## config.mk

```make
export PLATFORM = sky130hd
export DESIGN_NAME = hygro_monitor
export DESIGN_NICKNAME = d
export VERILOG_FILES = /design/src/rtl/hygro_monitor.sv
export SDC_FILE = /design/constraint.sdc
export NUM_CORES = 1
export LEC_CHECK = 0
export CAP_MARGIN = 10
export CORE_UTILIZATION = 35
export DETAILED_ROUTE_END_ITERATION = 12
export GPL_TIMING_DRIVEN = 0
export PLACE_DENSITY = 0.63
export SLEW_MARGIN = 25
export SYNTH_ARGS = -nofsm -noshare
export SYNTH_HDL_FRONTEND = slang
export SYNTH_SLANG_ARGS = --single-unit
```

## constraint.sdc

```tcl
create_clock -name clk -period 5.9 [get_ports clk]
set_input_delay 1.77 -clock clk [delete_from_list [all_inputs] [get_ports clk]]
set_output_delay 1.77 -clock clk [all_outputs]
set_load 0.005 [all_outputs]
```

## src/rtl/hygro_monitor.sv

```systemverilog
// hygro_monitor: triggers temperature/humidity measurements on a sensor core
// (manual request or periodic auto-measure), captures results, and keeps
// per-channel statistics (last, moving average, min, max) for display.
//
// Ports:
//   clk, rst            system clock, synchronous active-high reset
//   manual              one-cycle measure request
//   auto_en             enables periodic measurement every PERIOD cycles
//   stats_clr           one-cycle clear of all statistics and flags
//   measure             one-cycle measure pulse to the sensor core
//   sensor_busy         sensor core busy, holds off new triggers
//   new_data            one-cycle result-valid pulse from the core
//   tem_in, hum_in      temperature / humidity result
//   ch_sel              display channel: 0 temperature, 1 humidity
//   mode_sel            display mode: 00 last, 01 average, 10 min, 11 max
//   disp                selected statistic (0 while no valid sample)
//   valid               at least one sample accepted since clear
//   timeout             sticky flag: sensor failed to answer within TIMEOUT
//   sample_cnt          samples accepted since clear (saturating)
module hygro_monitor #(
  parameter int unsigned DATA_W   = 14,
  parameter int unsigned PERIOD   = 100_000_000,
  parameter int unsigned TIMEOUT  = 10_000_000,
  parameter int unsigned AVG_LOG2 = 2
) (
  input  logic              clk,
  input  logic              rst,
  input  logic              manual,
  input  logic              auto_en,
  input  logic              stats_clr,
  output logic              measure,
  input  logic              sensor_busy,
  input  logic              new_data,
  input  logic [DATA_W-1:0] tem_in,
  input  logic [DATA_W-1:0] hum_in,
  input  logic              ch_sel,
  input  logic [1:0]        mode_sel,
  output logic [DATA_W-1:0] disp,
  output logic              valid,
  output logic              timeout,
  output logic [15:0]       sample_cnt
);

  localparam int unsigned DEPTH  = 1 << AVG_LOG2;
  localparam int unsigned SUM_W  = DATA_W + AVG_LOG2;
  localparam int unsigned PER_W  = $clog2(PERIOD);
  localparam int unsigned TO_W   = $clog2(TIMEOUT + 1);
  localparam int unsigned FILL_W = AVG_LOG2 + 1;

  localparam logic [1:0] S_IDLE = 2'd0;
  localparam logic [1:0] S_TRIG = 2'd1;
  localparam logic [1:0] S_WAIT = 2'd2;
  localparam logic [1:0] S_UPD  = 2'd3;

  // Control state
  logic [1:0]        state_q,    state_d;
  logic              pending_q,  pending_d;
  logic [PER_W-1:0]  per_cnt_q,  per_cnt_d;
  logic [TO_W-1:0]   wait_cnt_q, wait_cnt_d;
  logic              measure_q,  measure_d;
  logic [DATA_W-1:0] cap_q [2];
  logic [DATA_W-1:0] cap_d [2];
  logic              per_tc;
  logic              take;
  logic              timeout_set;

  // Statistics state (index 0 = temperature, 1 = humidity)
  logic [DATA_W-1:0] buf_q [2][DEPTH];
  logic [DATA_W-1:0] buf_d [2][DEPTH];
  logic [SUM_W-1:0]  sum_q [2];
  logic [SUM_W-1:0]  sum_d [2];
  logic [DATA_W-1:0] last_q [2];
  logic [DATA_W-1:0] last_d [2];
  logic [DATA_W-1:0] min_q [2];
  logic [DATA_W-1:0] min_d [2];
  logic [DATA_W-1:0] max_q [2];
  logic [DATA_W-1:0] max_d [2];
  logic [AVG_LOG2-1:0] ptr_q,  ptr_d;
  logic [FILL_W-1:0]   fill_q, fill_d;
  logic [15:0]       sample_cnt_q, sample_cnt_d;
  logic              valid_q,   valid_d;
  logic              timeout_q, timeout_d;
  logic [DATA_W-1:0] disp_q,    disp_d;
  logic [DATA_W-1:0] avg_sel;

  // Interval counter, request merging and measurement FSM
  always_comb begin
    state_d     = state_q;
    pending_d   = pending_q;
    per_cnt_d   = per_cnt_q;
    wait_cnt_d  = wait_cnt_q;
    cap_d       = cap_q;
    per_tc      = 1'b0;
    timeout_set = 1'b0;

    if (!auto_en) begin
      per_cnt_d = '0;
    end else if (per_cnt_q == PER_W'(PERIOD - 1)) begin
      per_cnt_d = '0;
      per_tc    = 1'b1;
    end else begin
      per_cnt_d = per_cnt_q + PER_W'(1);
    end

    case (state_q)
      S_IDLE: if (pending_q && !sensor_busy) state_d = S_TRIG;
      S_TRIG: begin
        state_d    = S_WAIT;
        wait_cnt_d = '0;
      end
      S_WAIT: begin
        if (new_data) begin
          state_d  = S_UPD;
          cap_d[0] = tem_in;
          cap_d[1] = hum_in;
        end else if (wait_cnt_q == TO_W'(TIMEOUT - 1)) begin
          state_d     = S_IDLE;
          timeout_set = 1'b1;
        end else begin
          wait_cnt_d = wait_cnt_q + TO_W'(1);
        end
      end
      S_UPD:   state_d = S_IDLE;
      default: state_d = S_IDLE;
    endcase

    // A request coinciding with the trigger merges into the one being issued
    take = (state_q == S_IDLE) && pending_q && !sensor_busy;
    if (take)                  pending_d = 1'b0;
    else if (manual || per_tc) pending_d = 1'b1;

    measure_d = (state_d == S_TRIG);
  end

  // Statistics update; a clear overrides any update in the same cycle
  always_comb begin
    buf_d        = buf_q;
    sum_d        = sum_q;
    last_d       = last_q;
    min_d        = min_q;
    max_d        = max_q;
    ptr_d        = ptr_q;
    fill_d       = fill_q;
    sample_cnt_d = sample_cnt_q;
    valid_d      = valid_q;
    timeout_d    = timeout_q;

    if (stats_clr) begin
      buf_d        = '{default: '0};
      sum_d        = '{default: '0};
      last_d       = '{default: '0};
      min_d        = '{default: '0};
      max_d        = '{default: '0};
      ptr_d        = '0;
      fill_d       = '0;
      sample_cnt_d = '0;
      valid_d      = 1'b0;
      timeout_d    = 1'b0;
    end else begin
      if (timeout_set) timeout_d = 1'b1;
      if (state_q == S_UPD) begin
        for (int unsigned ch = 0; ch < 2; ch++) begin
          // Buffer starts zeroed, so the running sum stays exact while filling
          sum_d[1'(ch)] = sum_q[1'(ch)] + SUM_W'(cap_q[1'(ch)])
                          - SUM_W'(buf_q[1'(ch)][ptr_q]);
          buf_d[1'(ch)][ptr_q] = cap_q[1'(ch)];
          last_d[1'(ch)]       = cap_q[1'(ch)];
          if (!valid_q) begin
            min_d[1'(ch)] = cap_q[1'(ch)];
            max_d[1'(ch)] = cap_q[1'(ch)];
          end else begin
            if (cap_q[1'(ch)] < min_q[1'(ch)]) min_d[1'(ch)] = cap_q[1'(ch)];
            if (cap_q[1'(ch)] > max_q[1'(ch)]) max_d[1'(ch)] = cap_q[1'(ch)];
          end
        end
        ptr_d = ptr_q + AVG_LOG2'(1);
        if (fill_q != FILL_W'(DEPTH))  fill_d       = fill_q + FILL_W'(1);
        if (sample_cnt_q != 16'hFFFF)  sample_cnt_d = sample_cnt_q + 16'd1;
        valid_d = 1'b1;
      end
    end

    // Display mux built from next-state statistics so it tracks updates
    avg_sel = (fill_d == FILL_W'(DEPTH)) ? DATA_W'(sum_d[ch_sel] >> AVG_LOG2)
                                         : last_d[ch_sel];
    case (mode_sel)
      2'b00:   disp_d = last_d[ch_sel];
      2'b01:   disp_d = avg_sel;
      2'b10:   disp_d = min_d[ch_sel];
      default: disp_d = max_d[ch_sel];
    endcase
    if (!valid_d) disp_d = '0;
  end

  always_ff @(posedge clk) begin
    if (rst) begin
      state_q      <= S_IDLE;
      pending_q    <= 1'b0;
      per_cnt_q    <= '0;
      wait_cnt_q   <= '0;
      measure_q    <= 1'b0;
      cap_q        <= '{default: '0};
      buf_q        <= '{default: '0};
      sum_q        <= '{default: '0};
      last_q       <= '{default: '0};
      min_q        <= '{default: '0};
      max_q        <= '{default: '0};
      ptr_q        <= '0;
      fill_q       <= '0;
      sample_cnt_q <= '0;
      valid_q      <= 1'b0;
      timeout_q    <= 1'b0;
      disp_q       <= '0;
    end else begin
      state_q      <= state_d;
      pending_q    <= pending_d;
      per_cnt_q    <= per_cnt_d;
      wait_cnt_q   <= wait_cnt_d;
      measure_q    <= measure_d;
      cap_q        <= cap_d;
      buf_q        <= buf_d;
      sum_q        <= sum_d;
      last_q       <= last_d;
      min_q        <= min_d;
      max_q        <= max_d;
      ptr_q        <= ptr_d;
      fill_q       <= fill_d;
      sample_cnt_q <= sample_cnt_d;
      valid_q      <= valid_d;
      timeout_q    <= timeout_d;
      disp_q       <= disp_d;
    end
  end

  assign measure    = measure_q;
  assign disp       = disp_q;
  assign valid      = valid_q;
  assign timeout    = timeout_q;
  assign sample_cnt = sample_cnt_q;

endmodule

```

==> impl_metrics.toml <==
[synthesis]
async_reset_ff_share_pct = 0
synth_edf_count = 0
yosys_warnings = 0
syn-num-nets = 2411
synth_flop_cell = "dfxtp_1"
synth-seq-area-share_pct = 37.56
syn_inst = 2250
yosysUniqueCellTypes = 94
synth-seq-cells = 348
synthesis.area_um2 = 18550
syn_area_per_cell_um2 = 8.244

[sta]
fin_setup_tns_ps = 0
fin_crit_sh_pct = 88.52
max-slew-margin-rel_pct = 30.09
layout_setup_ws_ps = 677.1
worstMarginPinSlew_ps = 1049
final-setup-viol-count = 0
period_needed_ps = 5223
hold_viol = 0
maxSlewViolCount = 0
clock-skew-final_ps = 15.78
max_freq_mhz = 191.5
rsz0062_at_grt = "no"

[clocking]
post_cts_buffers = 0
tritoncts = "yes"
worstSkewPairLatency_ps = 570
ctsResizeCount = 0
hold_buffers = 0
clock-sinks = 348
clockBufferDepth = 3
cts_max_level = 2
cts_root_buf = "clkbuf_16"
clkSlewWorstSetupHoldPaths_ps = 60
cts_buffers = 38

[power_and_ir_drop]
leakagePower_uw = 0.007565
p_per_area_nw_per_um2 = 243.0
p_sw_uw = 1267
peakVddDrop_uv = 183.0
share_comb_of_total_power_pct = 7.4
switching_share_pct = 24.43
seq_power_share_pct = 45.6
clockPowerShare_pct = 47.0
p_int_uw = 3919

[min_path]
worstHoldPathType = "reg2reg"
whs_endpoint = "buf_q[75]"
hold_path.startpoint = "buf_q[75]"
hold_path_depth = 2

[worst_setup_path]
end_kind = "flip-flop"
arrival_ps = 5640
crit_buf_inv = 2
cpLargestDelayFamily = "compound AO/OA/AOI/OAI gates"
crit_required_ps = 6310
slowest_delay_ps = 800
crit_chain = "buf_1, mux4_2, fa_1, inv_1, ha_1, a211oi_1, o21bai_1, o211ai_1, a21oi_1, o41ai_1, xor2_1, mux4_2, o22ai_1"
critPathSlowestCell = "buf_1"
reg2reg_depth = 13
crit_path_frequent_cell = "mux4_2"
path_class = "reg2reg"
timing.rr.end = "disp[12]"
worst_setup_path_start_kind = "flip-flop"
rrSetupSlack_ps = 680
reg2reg_from = "ptr_q[0]"
cp_max_fo = 10

[flow_run]
drv_cap = 0

[drt]
drt_iter0_markers = 1489
drt_first_pass_iters = 5
drt-total-wl_um = 62000
ant_nets = 0
avgViaCountPerCell = 5.457
vias = 16770
drc = 0
wl_per_cell_um = 20.18

[place]
placed_area_um2 = 20100
globalplace.congestion = 0.9876
pre_cts_ws_ps = 523.9
port_buffers = 69
dpl.hpwl_um = 46070

[layout]
fill_cells = 5315
area_growth_pct = 15.07
layout_commonest_cell = "nand2_1"
drive_gt1_share_pct = 5.870
fin_util_pct = 40.70
final_area_um2 = 21340
mostFrequentLayoutCells = "nand2_1 (373), dfxtp_1 (348), a21oi_1 (258)"
final_nets = 2520
num_antenna_cells = 0

[global_routing]
overflow = 0
grt_pass1_vias = 16440
grt_max_degree = 14
antenna_found_initial = 1
track_usage_pct = 23.06
grt_pass1_wl_um = 95080

[floorplanning]
dieArea_um2 = 53920
pin_count = 71
num_rows = 84
die_w_um = 232.2
start_util_pct = 35.37
dieHeight_um = 232.2
core_area_um2 = 52450

[outcome]
status = "finished, final reports clean"
## power by group through the flow
stage          Clock (µW)  Combinational [µW]  Sequential [µW]
2_1_floorplan           0                 248             2410
3_3_place_gp            0                 373             2420
3_5_place_dp            0                 374             2420
4_1_cts              2470                 377             2370
5_1_grt              2570                 413             2370
6_report             2440                 383             2370
## stage by stage
| stage | power, µW | cells | hold slack, ps |
|---|---|---|---|
| floorplan | 2662 | 2250 | 433.1 |
| global placement | 2790 | 3007 | 438.1 |
| detailed placement | 2792 | 3007 | 443.3 |
| CTS | 5208 | 3073 | 451.8 |
| global route | 5345 | 3073 | 468.5 |
| finish | 5186 | 3073 | 451.0 |
## worst max-delay path by stage
stage | start | slack, ps | endpoint | cells after the start
global placement | ptr_q[0] | 620 | disp[12] | 12
finish | ptr_q[0] | 680 | disp[12] | 13
floorplan | ptr_q[0] | 1580 | disp[12] | 12
detailed placement | ptr_q[0] | 520 | disp[12] | 13
global route | ptr_q[0] | 400 | disp[10] | 13
CTS | ptr_q[0] | 450 | disp[10] | 13
## state kept, by name, indices dropped and copies added (netlist names)
signal / flops
buf_q: 112
state_q: 2
pending_q: 1
measure: 1
per_cnt_q: 27
sample_cnt: 16
wait_cnt_q: 24
timeout: 1
max_q: 28
valid: 1
ptr_q: 2
min_q: 28
disp: 14
fill_q: 3
cap_q: 28
sum_q: 32
last_q: 28
## worst register-to-register path, delay by kind of cell (launching register included)
kind,cells,cell delay (ps)
xor+xnor,1,160
mux,2,1140
compound gates,6,1630
fa+ha+maj,2,850
flops,1,420
buf+inv,2,840
## cells in the mapped netlist (all sizes together) (4+ instances only)
| cell type | count | area, µm² |
|---|---|---|
| nor2b | 16 | 100.1 |
| dfxtp | 348 | 6967 |
| nor4 | 9 | 62.56 |
| a21o | 18 | 136.4 |
| buf | 22 | 112.6 |
| nand2b | 14 | 95.09 |
| a2111oi | 4 | 61.31 |
| nor3b | 6 | 50.05 |
| o21ai | 57 | 285.3 |
| o21a | 9 | 67.56 |
| a211oi | 23 | 172.7 |
| fa | 28 | 560.5 |
| a311oi | 5 | 67.57 |
| a21oi | 259 | 1300 |
| xnor2 | 36 | 315.3 |
| xor2 | 39 | 341.6 |
| o221ai | 4 | 35.03 |
| and4 | 11 | 98.84 |
| inv | 193 | 724.4 |
| a221oi | 5 | 43.79 |
| or2 | 7 | 43.80 |
| o211a | 4 | 40.04 |
| clkbuf | 110 | 412.9 |
| ha | 95 | 1189 |
| and3 | 17 | 106.4 |
| mux2i | 73 | 743.2 |
| and2 | 9 | 56.30 |
| nand2 | 373 | 1400 |
| nand3 | 47 | 235.2 |
| o21bai | 5 | 48.80 |
| a211o | 4 | 35.03 |
| nor2 | 226 | 865.8 |
| mux4 | 29 | 653.1 |
| o31ai | 8 | 70.06 |
| o22a | 4 | 35.03 |
| a31oi | 11 | 98.84 |
| nand4 | 21 | 131.4 |
| o211ai | 16 | 130.1 |
| nor3 | 18 | 90.09 |
| or3 | 15 | 95.09 |
| nor4b | 8 | 76.32 |
| o22ai | 4 | 25.02 |
## per-layer routing
metal / vias to the layer above / track usage, % / routed length (µm)
met2: 690 / 37.83 / 28750
met4: 2 / 8.512 / 1939
met5: - / 0 / 18
li1: 7821 / - / -
met3: 132 / 3.954 / 5087
met1: 8124 / 30.15 / 26200
## final cells by class
cell class,count,area [µm²],share of cell area (%)
buffer,132,528.0,2.474
tap,688,860.8,4.033
sequential,348,6967,32.64
clock buffer,57,1102,5.164
inverter,194,728.2,3.412
timing repair buffer,69,690.7,3.236
clock inverter,9,138.9,0.6507
multi-input combinational,1576,10330,48.39
## logic make-up (layout without fill, tap and decap cells)
logic type                 count (synthesis)  count (layout)  synth area share (%)
buffers and inverters                    326             461                 6.759
adders and majority gates                123             123                 9.430
xor gates and xnor gates                  75              75                 3.541
DFF                                      348             348                 37.56
and+or+nand+nor                          808             808                 19.43
AOI/OAI and AO/OA                        467             467                 15.70
muxes                                    103             103                 7.589
Power figures use the tool's default switching activity.
==> patch 1: new RTL, same settings <==
Register the output `disp` once more, with the module's reset; this adds one clock of latency there. The other outputs are not delayed to match.
--- a/src/rtl/hygro_monitor.sv
+++ b/src/rtl/hygro_monitor.sv
@@ -235,3 +235,9 @@
   assign measure    = measure_q;
-  assign disp       = disp_q;
+  always_ff @(posedge clk) begin
+    if (rst) begin
+      disp <= '0;
+    end else begin
+      disp <= disp_q;
+    end
+  end
   assign valid      = valid_q;
Function: changed (a bounded check fails within 10 cycles, from zero or initial values and one cycle with rst high).
==> patch 1 against the original RTL <==
- clock power grew 6%
- sequential cell count grew 14
- routed wire length shrank 1.1%
- fmax grew 2.0%
- worst setup slack gained 0.10 ns
- area after synthesis shrank 0.54%
- non-clock buffer count shrank 5
- clock skew grew 0.0057 ns
- die area shrank 0.53%
- cell area shrank 0.18%
- power grew 4.3%
- largest cell class unchanged
- largest power group unchanged
==> patch 1: results (changes against the original RTL) <==
status complete, no violations; synth unique cells 83 (-12%); syn nets 2365 (-1.9%); worst setup path start ptr_q[1]$_SDFFE_PP0P_; WL/cell 20.28 um (+0.50%); Syn-to-layout area delta 15.48%; vias in the first global route 15432 (-6.1%); Worst R2R Path Depth 14 (+1); Vias 16146 (-3.7%); leak pwr 0.007655 uW (+1.2%); layout cells sized above 1 6.186% (+0.32 points); flop2flop setup slack 0.78 ns (+0.10 ns); CP max FO 10 (unchanged); final hold slack 0.4360 ns (-0.01495 ns); wire length of the first global-routing pass 92280 um (-2.9%); skew final 0.02153 ns (+0.005749 ns); dpl hpwl 46060 um (about the same); Comb. pwr 372 uW (-3%); largest stage delay on the critical path 0.82 ns (+0.02 ns); multiplexer area fraction after synthesis 8.993% (+1.4 points); HP Start disp_q[9]$_SDFF_PP0_; Clk Latency, worst-skew pair 0.59 ns (+0.02 ns); Hold Crit Depth 1 (-1); GP Congestion 0.9928 (+0.53%); H-tree levels 2 (unchanged); initial antenna violation count 0 (-1); Synth Instances 2204 (-2.0%); VDD IR-drop max 0.0001857 V (+1.5%); Inserted Clock Buffers 41 (+7.9%); synth cell count leaders 382 x nand2_1, 362 x dfxtp_1, 231 x a21oi_1, 224 x nor2_1, 189 x inv_1; xor/xnor cell area share of the yosys netlist 3.513% (-0.028 points); fmax 0.1953 GHz (+2.0%); Psw 1342 uW (+5.9%); slowest CP cell clkbuf_1; RR Endpoint disp_q[13]$_SDFF_PP0_; placed inst area 19970 um2 (-0.64%); main area contributors after synthesis dfxtp_1 39%, nand2_1 7.8%, ha_1 6.4%; Gate power share 6.9% (-0.5 points); number of port buffers 67 (-2.9%); gr usage total 22.84% (-0.22 points); final-stage net count 2475 (-1.8%); fraction of the mapped netlist area in compound gates 13.44% (-2.3 points); final wirelength 61310 um (-1.1%); worst rel slew slack 28.68% (-1.4 points); DR pass1 iterations 6 (+1); DP Cell Count 2951 (-1.9%); Post-Place Worst Slack 0.8800 ns (+0.3561 ns); WHS Endpoint disp[9]$_SDFF_PP0_; WP data arrival 5.53 ns (-0.11 ns); initial DRC count 1403 (-5.8%)
[patch 1: cell types whose count changed after synthesis, sizes merged, moves of 6 or more]
cell,change
nand3,-19
o31ai,-6
o22ai,+11
a21o,+8
a21oi,-25
nor2b,+7
dfxtp,+14
o211ai,-14
nand2,+13
mux2i,+23
nand2b,-7
and4,-8
[patch 1: area by class of cell]
class	instances	share of cell area, %
multi-input combinational	1523	46.61
sequential	362	34.01
clock buffer	53	5.262
tap	680	3.993
inverter	190	3.347
timing repair buffer	67	3.148
buffer	129	2.631
clock inverter	20	0.9925
[patch 1: kinds of logic (layout without fill, tap and decap cells)]
family / Yosys count / in the layout
simple gates: 785 / 785
flops: 362 / 362
fa+ha+maj: 123 / 123
mux: 129 / 129
buf+inv: 319 / 459
xor+xnor: 74 / 74
compound gates: 412 / 412
[patch 1: routing by layer]
metal  global-route usage (%)  wire length [um]
met4                    7.813              2024
met5                        0                 0
met3                    3.383              4056
met2                    37.14             28010
met1                    30.75             27220
==> patch 2: new RTL, same settings <==
Without the edit above. The parameter `AVG_LOG2` goes from 2 to 1.
--- a/src/rtl/hygro_monitor.sv
+++ b/src/rtl/hygro_monitor.sv
@@ -23,3 +23,3 @@
   parameter int unsigned TIMEOUT  = 10_000_000,
-  parameter int unsigned AVG_LOG2 = 2
+  parameter int unsigned AVG_LOG2 = 1
 ) (
Function: no difference found for any inputs over 4 cycles, from zero or initial values and one cycle with rst high; that may be too few to reach the edited logic, so the function may still have changed.
==> patch 2 against the original RTL <==
- synthesized cell count is 16% lower
- cell area is 16% lower
- highest routed layer is now met4
- global-route usage is 1.7 points lower
- non-clock buffer count is 52 lower
- die area is 17% lower
- fmax is 5.0% lower
- via count is 20% lower
- routed wire length is 23% lower
- sequential cell count is 60 lower
- power is 16% lower
- worst hold slack better by 0.0010 ns
- area after synthesis is 17% lower
- clock skew is 0.0015 ns higher
- worst setup slack worse by 0.27 ns
==> patch 2: results (changes against the original RTL) <==
skew final 0.01725 ns (+0.001467 ns); GP Congestion 0.9452 (-4.3%); final setup vio count 0 (unchanged); final-stage net count 2141 (-15%); leak pwr 0.006714 uW (-11%); main area contributors after synthesis dfxtp_1 38%, ha_1 7.2%, nand2_1 6.5%; Clk Latency, worst-skew pair 0.53 ns (-0.04 ns); Hold Crit Depth 2 (unchanged); gr usage total 21.38% (-1.7 points); total inserted antenna cells 0 (unchanged); Resize count post-CTS 0 (unchanged); RR Endpoint disp[13]$_SDFF_PP0_; top flop regs buf_q (56), sum_q (30); Worst R2R Path Depth 17 (+4); VDD IR-drop max 0.0002008 V (+9.7%); min-delay worst type register to register; Top delay family on crit path compound AO/OA/AOI/OAI gates; dpl hpwl 35980 um (-22%); ys async rst share 0% (unchanged); worst rel slew slack 38.19% (+8.1 points); number of port buffers 69 (unchanged); WP data arrival 5.86 ns (+0.22 ns); Post-Place Worst Slack 0.3218 ns (-0.2021 ns); FF-to-FF Start ptr_q$_SDFFE_PP0P_; share of the yosys chip area belonging to registers 37.51% (-0.052 points); HP Start buf_q[40]$_SDFFE_PP0P_; Root Buffer clkbuf_16; synth unique cells 73 (-22%); synth cell count leaders 288 x dfxtp_1, 266 x nand2_1, 247 x nor2_1, 187 x inv_1, 166 x a21oi_1; Pint 3321 uW (-15%); Reg clk slew, reported paths 0.06 ns (about the same); Inserted Clock Buffers 34 (-11%); classification of the worst setup path register to register; status complete, no violations; Warnings, synthesis 0 (unchanged); initial antenna violation count 0 (-1); wire length of the first global-routing pass 73400 um (-23%); Fill cells 4387 (-17%); WHS Endpoint buf_q[40]$_SDFFE_PP0P_; CP max FO 10 (unchanged); via density per instance 5.199 (-4.7%); largest net degree at the start of global routing 14 (unchanged); DR pass1 iterations 7 (+2); largest stage delay on the critical path 0.66 ns (-0.14 ns); slowest CP cell buf_1; initial DRC count 981 (-34%); vias in the first global route 13133 (-20%); fin crit share 93.13% (+4.6 points); Setup Fix Bufs, Post-CTS 0 (unchanged); WL/cell 18.33 um (-9.2%); H-tree levels 2 (unchanged); layout cells sized above 1 5.625% (-0.25 points); syn nets 2036 (-16%); flop2flop setup slack 0.41 ns (-0.27 ns); CTS Buffer Depth 3 (unchanged)
==> patch 2: cell count changes in the layout (fill, tap and decap cells not counted), moves of 8 or more <==
cell	delta
nor2_1	+24
mux4_2	-28
nand3_1	-15
nor2b_1	-8
clkbuf_1	-56
nand2_1	-107
dfxtp_1	-60
a21oi_1	-92
mux2_2	+29
mux2i_1	+19
==> patch 2: kinds of logic (layout without fill, tap and decap cells) <==
kind of cell | after synthesis | after routing | share of synthesized area, %
buffers and inverters | 267 | 394 | 6.747
multiplexers | 122 | 122 | 8.270
AND/OR/NAND/NOR | 686 | 686 | 19.46
adder cells (fa/ha/maj) | 116 | 116 | 10.81
flip-flops | 288 | 288 | 37.51
XOR/XNOR | 70 | 70 | 3.988
AO/OA/AOI/OAI | 333 | 333 | 13.22
==> patch 2: layout make-up <==
class                           instances  share of cell area (%)
Buffer                                 80                   1.880
Clock buffer                           51                   5.788
Clock inverter                          7                  0.3705
Inverter                              187                   3.922
Multi-Input combinational cell       1327                   47.88
Sequential cell                       288                   32.21
Tap cell                              585                   4.089
Timing Repair Buffer                   69                   3.859
==> patch 2: per-stage QoR <==
step | utilization (%) | std cells | power, uW | hold WS, ns | area, um2
after floorplan | - | 1882 | 2199 | 0.4258 | 15370
after global placement | 38.90 | 2536 | 2308 | 0.4382 | 16790
after detailed placement | 38.90 | 2536 | 2310 | 0.4439 | 16790
after CTS | 41.46 | 2594 | 4402 | 0.4514 | 17900
after global routing | 41.46 | 2594 | 4508 | 0.4664 | 17900
final | 41.46 | 2594 | 4370 | 0.4520 | 17900
==> patch 2: power by group through the flow <==
stage / logic, uW / registers, uW / clock network [uW]
final: 301 / 1970 / 2100
after global routing: 332 / 1970 / 2200
after CTS: 299 / 1970 / 2130
after detailed placement: 296 / 2010 / 0
after global placement: 294 / 2010 / 0
after floorplan: 196 / 2000 / 0
==> patch 2: routing by layer <==
metal,track usage (%),part of all wire [%]
met5,0,0
met4,8.396,3.7
met3,3.130,6.1
met2,35.79,46
met1,27.61,44
==> patch 2: worst reg2reg max path: stages (launching register included) <==
cell	delay [ns]
dfxtp_1	0.30
clkbuf_1	0.20
buf_1	0.66
clkbuf_2	0.46
mux2_2	0.39
ha_1	0.27
inv_1	0.04
ha_1	0.21
fa_1	0.44
a211oi_1	0.35
o21ai_1	0.17
a31oi_1	0.37
nor3_1	0.14
o31a_1	0.31
nor3_1	0.25
xor2_1	0.42
nand3_1	0.15
o2bb2ai_1	0.19
